<file path="src/rtl/dmem_arbiter.sv">
`default_nettype none
// ============================================================================
// dmem_arbiter - shares a 1-cycle-latency data memory between the core (port 0)
// and a loader port (port 1); fixed priority with a port 1 starvation guard.
// Optional: DMEM_ARB_PERF_EN enables grant/conflict performance counters.
// Revision: 1.0
// ============================================================================
module dmem_arbiter #(
  parameter int ADDR_W       = 32,
  parameter int STARVE_LIMIT = 4,
  parameter int CNT_W        = 16
) (
  input  logic              clk,
  input  logic              rst,
  input  logic              m0_req_i,
  input  logic              m0_we_i,
  input  logic [3:0]        m0_be_i,
  input  logic [ADDR_W-1:0] m0_addr_i,
  input  logic [31:0]       m0_wdata_i,
  output logic              m0_gnt_o,
  output logic              m0_rvalid_o,
  output logic [31:0]       m0_rdata_o,
  input  logic              m1_req_i,
  input  logic              m1_we_i,
  input  logic [3:0]        m1_be_i,
  input  logic [ADDR_W-1:0] m1_addr_i,
  input  logic [31:0]       m1_wdata_i,
  output logic              m1_gnt_o,
  output logic              m1_rvalid_o,
  output logic [31:0]       m1_rdata_o,
  output logic              mem_req_o,
  output logic              mem_we_o,
  output logic [3:0]        mem_be_o,
  output logic [ADDR_W-1:0] mem_addr_o,
  output logic [31:0]       mem_wdata_o,
  input  logic [31:0]       mem_rdata_i,
  output logic [CNT_W-1:0]  perf_m0_cnt_o,
  output logic [CNT_W-1:0]  perf_m1_cnt_o,
  output logic [CNT_W-1:0]  perf_conflict_cnt_o
);

  localparam logic [3:0] LIMIT = 4'(STARVE_LIMIT);

  logic [3:0] starve_q, starve_d;
  logic       owner_q;
  logic       pend_q;
  logic       m1_win;

  // Port 1 wins when alone, or when it has been refused STARVE_LIMIT times.
  assign m1_win   = m1_req_i && (!m0_req_i || (starve_q == LIMIT));
  assign m1_gnt_o = m1_win;
  assign m0_gnt_o = m0_req_i && !m1_win;
  assign mem_req_o = m0_gnt_o | m1_gnt_o;

  assign mem_we_o    = m1_gnt_o ? m1_we_i    : m0_we_i;
  assign mem_be_o    = m1_gnt_o ? m1_be_i    : m0_be_i;
  assign mem_addr_o  = m1_gnt_o ? m1_addr_i  : m0_addr_i;
  assign mem_wdata_o = m1_gnt_o ? m1_wdata_i : m0_wdata_i;

  assign m0_rvalid_o = pend_q && !owner_q;
  assign m1_rvalid_o = pend_q &&  owner_q;
  assign m0_rdata_o  = m0_rvalid_o ? mem_rdata_i : 32'h0;
  assign m1_rdata_o  = m1_rvalid_o ? mem_rdata_i : 32'h0;

  always_comb begin
    starve_d = starve_q;
    if (m1_gnt_o) begin
      starve_d = 4'd0;
    end else if (m1_req_i && (starve_q < LIMIT)) begin
      starve_d = starve_q + 4'd1;
    end
  end

  always_ff @(posedge clk or posedge rst) begin
    if (rst) begin
      starve_q <= 4'd0;
      owner_q  <= 1'b0;
      pend_q   <= 1'b0;
    end else begin
      starve_q <= starve_d;
      owner_q  <= m1_gnt_o;
      pend_q   <= mem_req_o;
    end
  end

`ifdef DMEM_ARB_PERF_EN
  logic [CNT_W-1:0] perf_m0_q, perf_m1_q, perf_conf_q;

  always_ff @(posedge clk or posedge rst) begin
    if (rst) begin
      perf_m0_q   <= '0;
      perf_m1_q   <= '0;
      perf_conf_q <= '0;
    end else begin
      if (m0_gnt_o)             perf_m0_q   <= perf_m0_q + 1'b1;
      if (m1_gnt_o)             perf_m1_q   <= perf_m1_q + 1'b1;
      if (m0_req_i && m1_req_i) perf_conf_q <= perf_conf_q + 1'b1;
    end
  end

  assign perf_m0_cnt_o       = perf_m0_q;
  assign perf_m1_cnt_o       = perf_m1_q;
  assign perf_conflict_cnt_o = perf_conf_q;
`else
  assign perf_m0_cnt_o       = '0;
  assign perf_m1_cnt_o       = '0;
  assign perf_conflict_cnt_o = '0;
`endif

endmodule
`default_nettype wire

</file>
<file path="config.mk">
export PLATFORM = sky130hd
export DESIGN_NAME = dmem_arbiter
export DESIGN_NICKNAME = d
export VERILOG_FILES = /design/src/rtl/dmem_arbiter.sv
export SDC_FILE = /design/constraint.sdc
export NUM_CORES = 1
export LEC_CHECK = 0
export ABC_AREA = 1
export CAP_MARGIN = 20
export CORE_AREA = 2 2 141 143
export CTS_BUF_LIST = sky130_fd_sc_hd__clkbuf_16
export DETAILED_ROUTE_END_ITERATION = 10
export DIE_AREA = 0 0 143 145
export SYNTH_ARGS = -nofsm -noshare
export SYNTH_HDL_FRONTEND = slang
export SYNTH_SLANG_ARGS = --single-unit
export TNS_END_PERCENT = 5
</file>
<file path="constraint.sdc">
create_clock -name clk -period 1.5 [get_ports clk]
set_input_delay 0.15 -clock clk [delete_from_list [all_inputs] [get_ports clk]]
set_output_delay 0.15 -clock clk [all_outputs]
set_load 0.03 [all_outputs]
</file>
# After elaboration in Yosys (flattened, before gate mapping)
# Cells that the tools add are included.
# word_totals
register_bits	6
latch_bits	0
ram_bits	0
mem_bits_ro	0
in_bits	174
out_inout_bits	186
elab_cells	25
mem_count	0
# op_classes
addsub	1
multipliers	0
div_mod_pow	0
order_cmp	1
eq_ne	1
n_shift	0
mux	8
bitwise	1
reduce_logical	10
# ops
cell	n
32-bit two-way mux	4
4-bit two-way mux	3
1-bit logical AND	5
4-bit by 1-bit adder with 4-bit output, second input constant	1
4-bit by 3-bit equality test with 1-bit output, second input constant	1
4-bit by 3-bit less-than comparator with 1-bit output, second input constant	1
1-bit zero test	3
2-bit nonzero test	1
1-bit logical OR	1
1-bit two-way mux	1
1-bit OR	1

# Depth between registers and ports, before layout
# depth
depth_word	6
ltp_mapped	8
ltp_nobuf	7

# Least setup slack after synthesis
# Ideal clock, no wire load.
# synth_timing
path_type	register -> output
startpoint	register owner_q
endpoint	output port m0_rdata_o[10]
t_arrival_ns	1.592
t_required_ns	1.350
setup_slack_ns	-0.242
stages_incl_launch_ff	5
n_path_buf	1
cell_sequence	dfrtp_1 nor2_1 inv_1 buf_2 nor2_1
# synth_via
elab_chain_cells	3
# synth_rtl
item	line	rtl
from (decl)	45	logic owner_q;
from (signal assigned)	81	owner_q <= m1_gnt_o;
1-bit zero test	60	assign m0_rvalid_o = pend_q && !owner_q;
1-bit logical AND	60	
named net m0_rvalid_o	21	output logic m0_rvalid_o,
32-bit two-way mux	62	assign m0_rdata_o = m0_rvalid_o ? mem_rdata_i : 32'h0;
to (decl)	22	output logic [31:0] m0_rdata_o,
# The timed path passes the listed nets, and every way through them passes these cells.

# Worst setup path after layout
# layout_timing
startpoint	register starve_q[0]
endpoint	output port mem_addr_o[9]
# layout_via
elab_chain_cells	4
# layout_rtl
item	line	rtl
from (decl)	44	logic [3:0] starve_q, starve_d;
from (signal assigned)	80	starve_q <= starve_d;
4-bit by 3-bit equality test with 1-bit output	50	assign m1_win = m1_req_i && (!m0_req_i || (starve_q == LIMIT));
1-bit logical OR	50	
1-bit logical AND	50	
32-bit two-way mux	57	assign mem_addr_o = m1_gnt_o ? m1_addr_i : m0_addr_i;
to (decl)	34	output logic [ADDR_W-1:0] mem_addr_o,
# Every way passes these cells.

==> metrics.csv <==
stage,metric,value,unit
logic_synthesis,yosysTopAreaCellShare,0.267,
global_routing,grt_start_max_net_pins,65,
clock_tree,htree_levels,1,
logic_synthesis,synthFlopType,dfrtp_1,
status,outcome,finished with violations,
drt,via_count,3622,
final_layout,stdcell_count,1009,
timing,fmax,542,MHz
timing,fin_tns_setup,-21.73,ns
placement,numPortBuffers,311,
floorplan,die_area,20700,um^2
logic_synthesis,synth.distinct_cells,16,
floorplan,core_area,19200,um^2
logic_synthesis,syn_area,2060,um^2
setup_path,cp_data_arrival_time,1.70,ns
logic_synthesis,ys_ff_latch,6,
global_routing,grt-ovfl-total,0,
power_and_ir_drop,clock_power_share,0.100,
global_routing,antenna_found_initial,1,
setup_path,crit_path_end_kind,output port,
power_and_ir_drop,p_leak,3.10,nW
logic_synthesis,yosys_warnings,0,
setup_path,cp_max_fo,11,
floorplan,pin_count,360,
floorplan,die_x,143,um
logic_synthesis,post-synth-top-count-cell,nand2_1,
power_and_ir_drop,p_sw_frac,0.477,
setup_path,max_stage_delay,0.38,ns
timing,setup_violations,71,
setup_path,critical_path.top_delay_family,buffers and inverters,
setup_path,critPathRequiredTime,1.35,ns
logic_synthesis,synth_top_area_cell,nand2_1,
power_and_ir_drop,power.density,703,nW/um^2
global_routing,grt_pass1_vias,3391,
setup_path,crit_top_cell,buf_12,
clock_tree,cts_hold_buf,0,
status,violations,setup timing,
clock_tree,clk_latency,0.22,ns
logic_synthesis,synth_area_leaders,"nand2_1 27%, buf_4 18%, nand3_1 17%, nor2_1 12%, inv_1 7.9%",
power_and_ir_drop,combPwrFrac,0.845,
clock_tree,cts_made_buffers,3,
global_routing,grt_pass1_wl,18100,um
logic_synthesis,avgSynthCellArea,4.89,um^2
setup_path,crit_chain,inv_2 -> ha_4 -> nand3_4 -> nand2_8 -> buf_12 -> buf_12 -> buf_12 -> nand3_1 -> nand2_2 -> buf_12,
global_routing,met3_usage,0.0264,
drt,first_pass_iters,4,
drt,routedWlPerCell,12.6,um
setup_path,startpoint_type,flip-flop,
final_layout,final_net_count,922,
power_and_ir_drop,seq_power_share,0.054,
global_routing,grt.busiest_layer,met2,
power_and_ir_drop,switching_power,2.00,mW
logic_synthesis,synthTopCellsByCount,"146 x nand2_1, 70 x nand3_1, 68 x nor2_1",
power_and_ir_drop,vdd_drop_max,0.421,mV
final_layout,syn_to_final_growth,191,%
drt,drc,0,
timing,maxSlewViolCount,0,
drt,via_per_inst,3.59,
logic_synthesis,synth-edff-count,0,
timing,setup_ws,-0.346,ns
flow_run,max_cap_viol_count,0,
global_routing,grt_usage,0.110,
floorplan,chipHeight,145,um
drt,ant_nets,0,
drt,drt_iter0_markers,96,
global_routing,met1_usage,0.118,
timing,rsz0062_at_grt,yes,
placement,dp_hpwl,10100,um
final_layout,fillCellCount,2035,
logic_synthesis,syn_inst,420,
placement,place_inst,992,
clock_tree,tritoncts,built,
floorplan,rows,51,
timing,min_period,1.85,ns
timing,skew,0.000272,ns
timing,hold_viol,0,
clock_tree,clock_sinks,6,
logic_synthesis,seq_area_frac_synth,0.0730,
power_and_ir_drop,power.total,4.20,mW
final_layout,drive_gt1_frac,0.290,
min_path,worstHoldPathType,in2async,
setup_path,cp_slowest_cell,dfrtp_1,
drt,wl,12700,um
floorplan,start_util,0.107,
placement,gp_congestion,0.759,
clock_tree,path_clk_slew,0.03,ns
clock_tree,clock-root-buffer,clkbuf_16,
clock_tree,clk_path_buf_depth,2,
logic_synthesis,synthArstFlopShare,1.00,
global_routing,use_met2,0.216,
timing,post-route-period-util,1.23,
power_and_ir_drop,power.internal,2.20,mW
final_layout,diodes,0,
setup_path,crit_type,reg2out,
setup_path,critPathBufInv,5,
## kinds of logic (layout without fill, tap and decap cells)
group,count (synthesis),count (layout),share of synthesized area
and+or+nand+nor,291,291,0.584
buffers and inverters,120,397,0.329
DFF,6,6,0.0730
adders and majority gates,2,2,0.0122
other,1,48,0.00182
## cells in the final DEF (no fill, tap or decap), types with 2 or more instances in the layout
cell type          n
buf_12            18
buf_16             5
buf_4             76
buf_6             72
clkbuf_16          5
clkdlybuf4s50_1  171
conb_1            48
dfrtp_1            6
dlygate4sd2_1      4
inv_1             40
inv_2              3
nand2_1          128
nand2_2           13
nand2_4            5
nand2_8            2
nand3_1           67
nand3_2            3
nand4_1            3
nor2_1            60
nor2_2             8
## stage by stage
step / utilization / setup WS (ns) / hold WS (ns) / area (um^2)
2_1_floorplan: - / -0.0673 / -0.0590 / 2240
3_3_place_gp: 0.271 / -0.183 / 0.385 / 5200
3_5_place_dp: 0.271 / -0.212 / 0.382 / 5200
4_1_cts: 0.305 / -0.380 / 0.145 / 5860
5_1_grt: 0.311 / -0.436 / 0.174 / 5980
6_report: 0.311 / -0.346 / 0.142 / 5980
## sequential cells by signal, indices dropped and copies added, names as in the netlist
name      cells
owner_q       1
pend_q        1
starve_q      4
## power groups by stage
stage | registers [mW] | clock network (mW) | logic [mW]
2_1_floorplan | 0.224 | 0 | 1.67
3_3_place_gp | 0.221 | 0 | 3.00
3_5_place_dp | 0.221 | 0 | 3.00
4_1_cts | 0.228 | 0.432 | 3.48
5_1_grt | 0.233 | 0.444 | 3.77
6_report | 0.229 | 0.421 | 3.55
## final timing paths
| kind | cells past startpoint | startpoint | to | slack [ns] |
|---|---|---|---|---|
| worst max-delay path | 10 | starve_q[0]$_DFFE_PP0P_ | mem_addr_o[9] | -0.35 |
| worst min-delay path | 2 | rst | pend_q$_DFF_PP0_ | 0.14 |
| worst max register to register | 10 | starve_q[0]$_DFFE_PP0P_ | starve_q[3]$_DFFE_PP0P_ | 0.04 |
| worst min register to register | 2 | starve_q[3]$_DFFE_PP0P_ | starve_q[3]$_DFFE_PP0P_ | 0.55 |
| max in group asynchronous | 2 | rst | starve_q[1]$_DFFE_PP0P_ | 1.17 |
| min in group clk | 3 | m1_req_i | pend_q$_DFF_PP0_ | 0.32 |
## routing by layer
| layer | share of wire | up-vias |
|---|---|---|
| li1 | - | 1829 |
| met1 | 0.36 | 1558 |
| met2 | 0.53 | 223 |
| met3 | 0.093 | 10 |
| met4 | 0.015 | 2 |
| met5 | 0.0010 | - |
## what timing repair did
item                                    in CTS  in global routing
pin swaps                                   46                 18
hold endpoints to repair                     0                  0
resized for setup                          111                 19
setup buffers                                5                  2
endpoints found under the setup margin     107                 79
gates cloned                                 5                  2
## final cells by class
class	count	area, um^2	area share
clock buffer	3	75.1	0.0125
inverter	44	170	0.0284
multi-input combinational	341	1560	0.261
sequential	6	150	0.0251
tap	265	332	0.0554
timing repair buffer	350	3700	0.618
No activity file was read; power rests on OpenSTA's default activity.
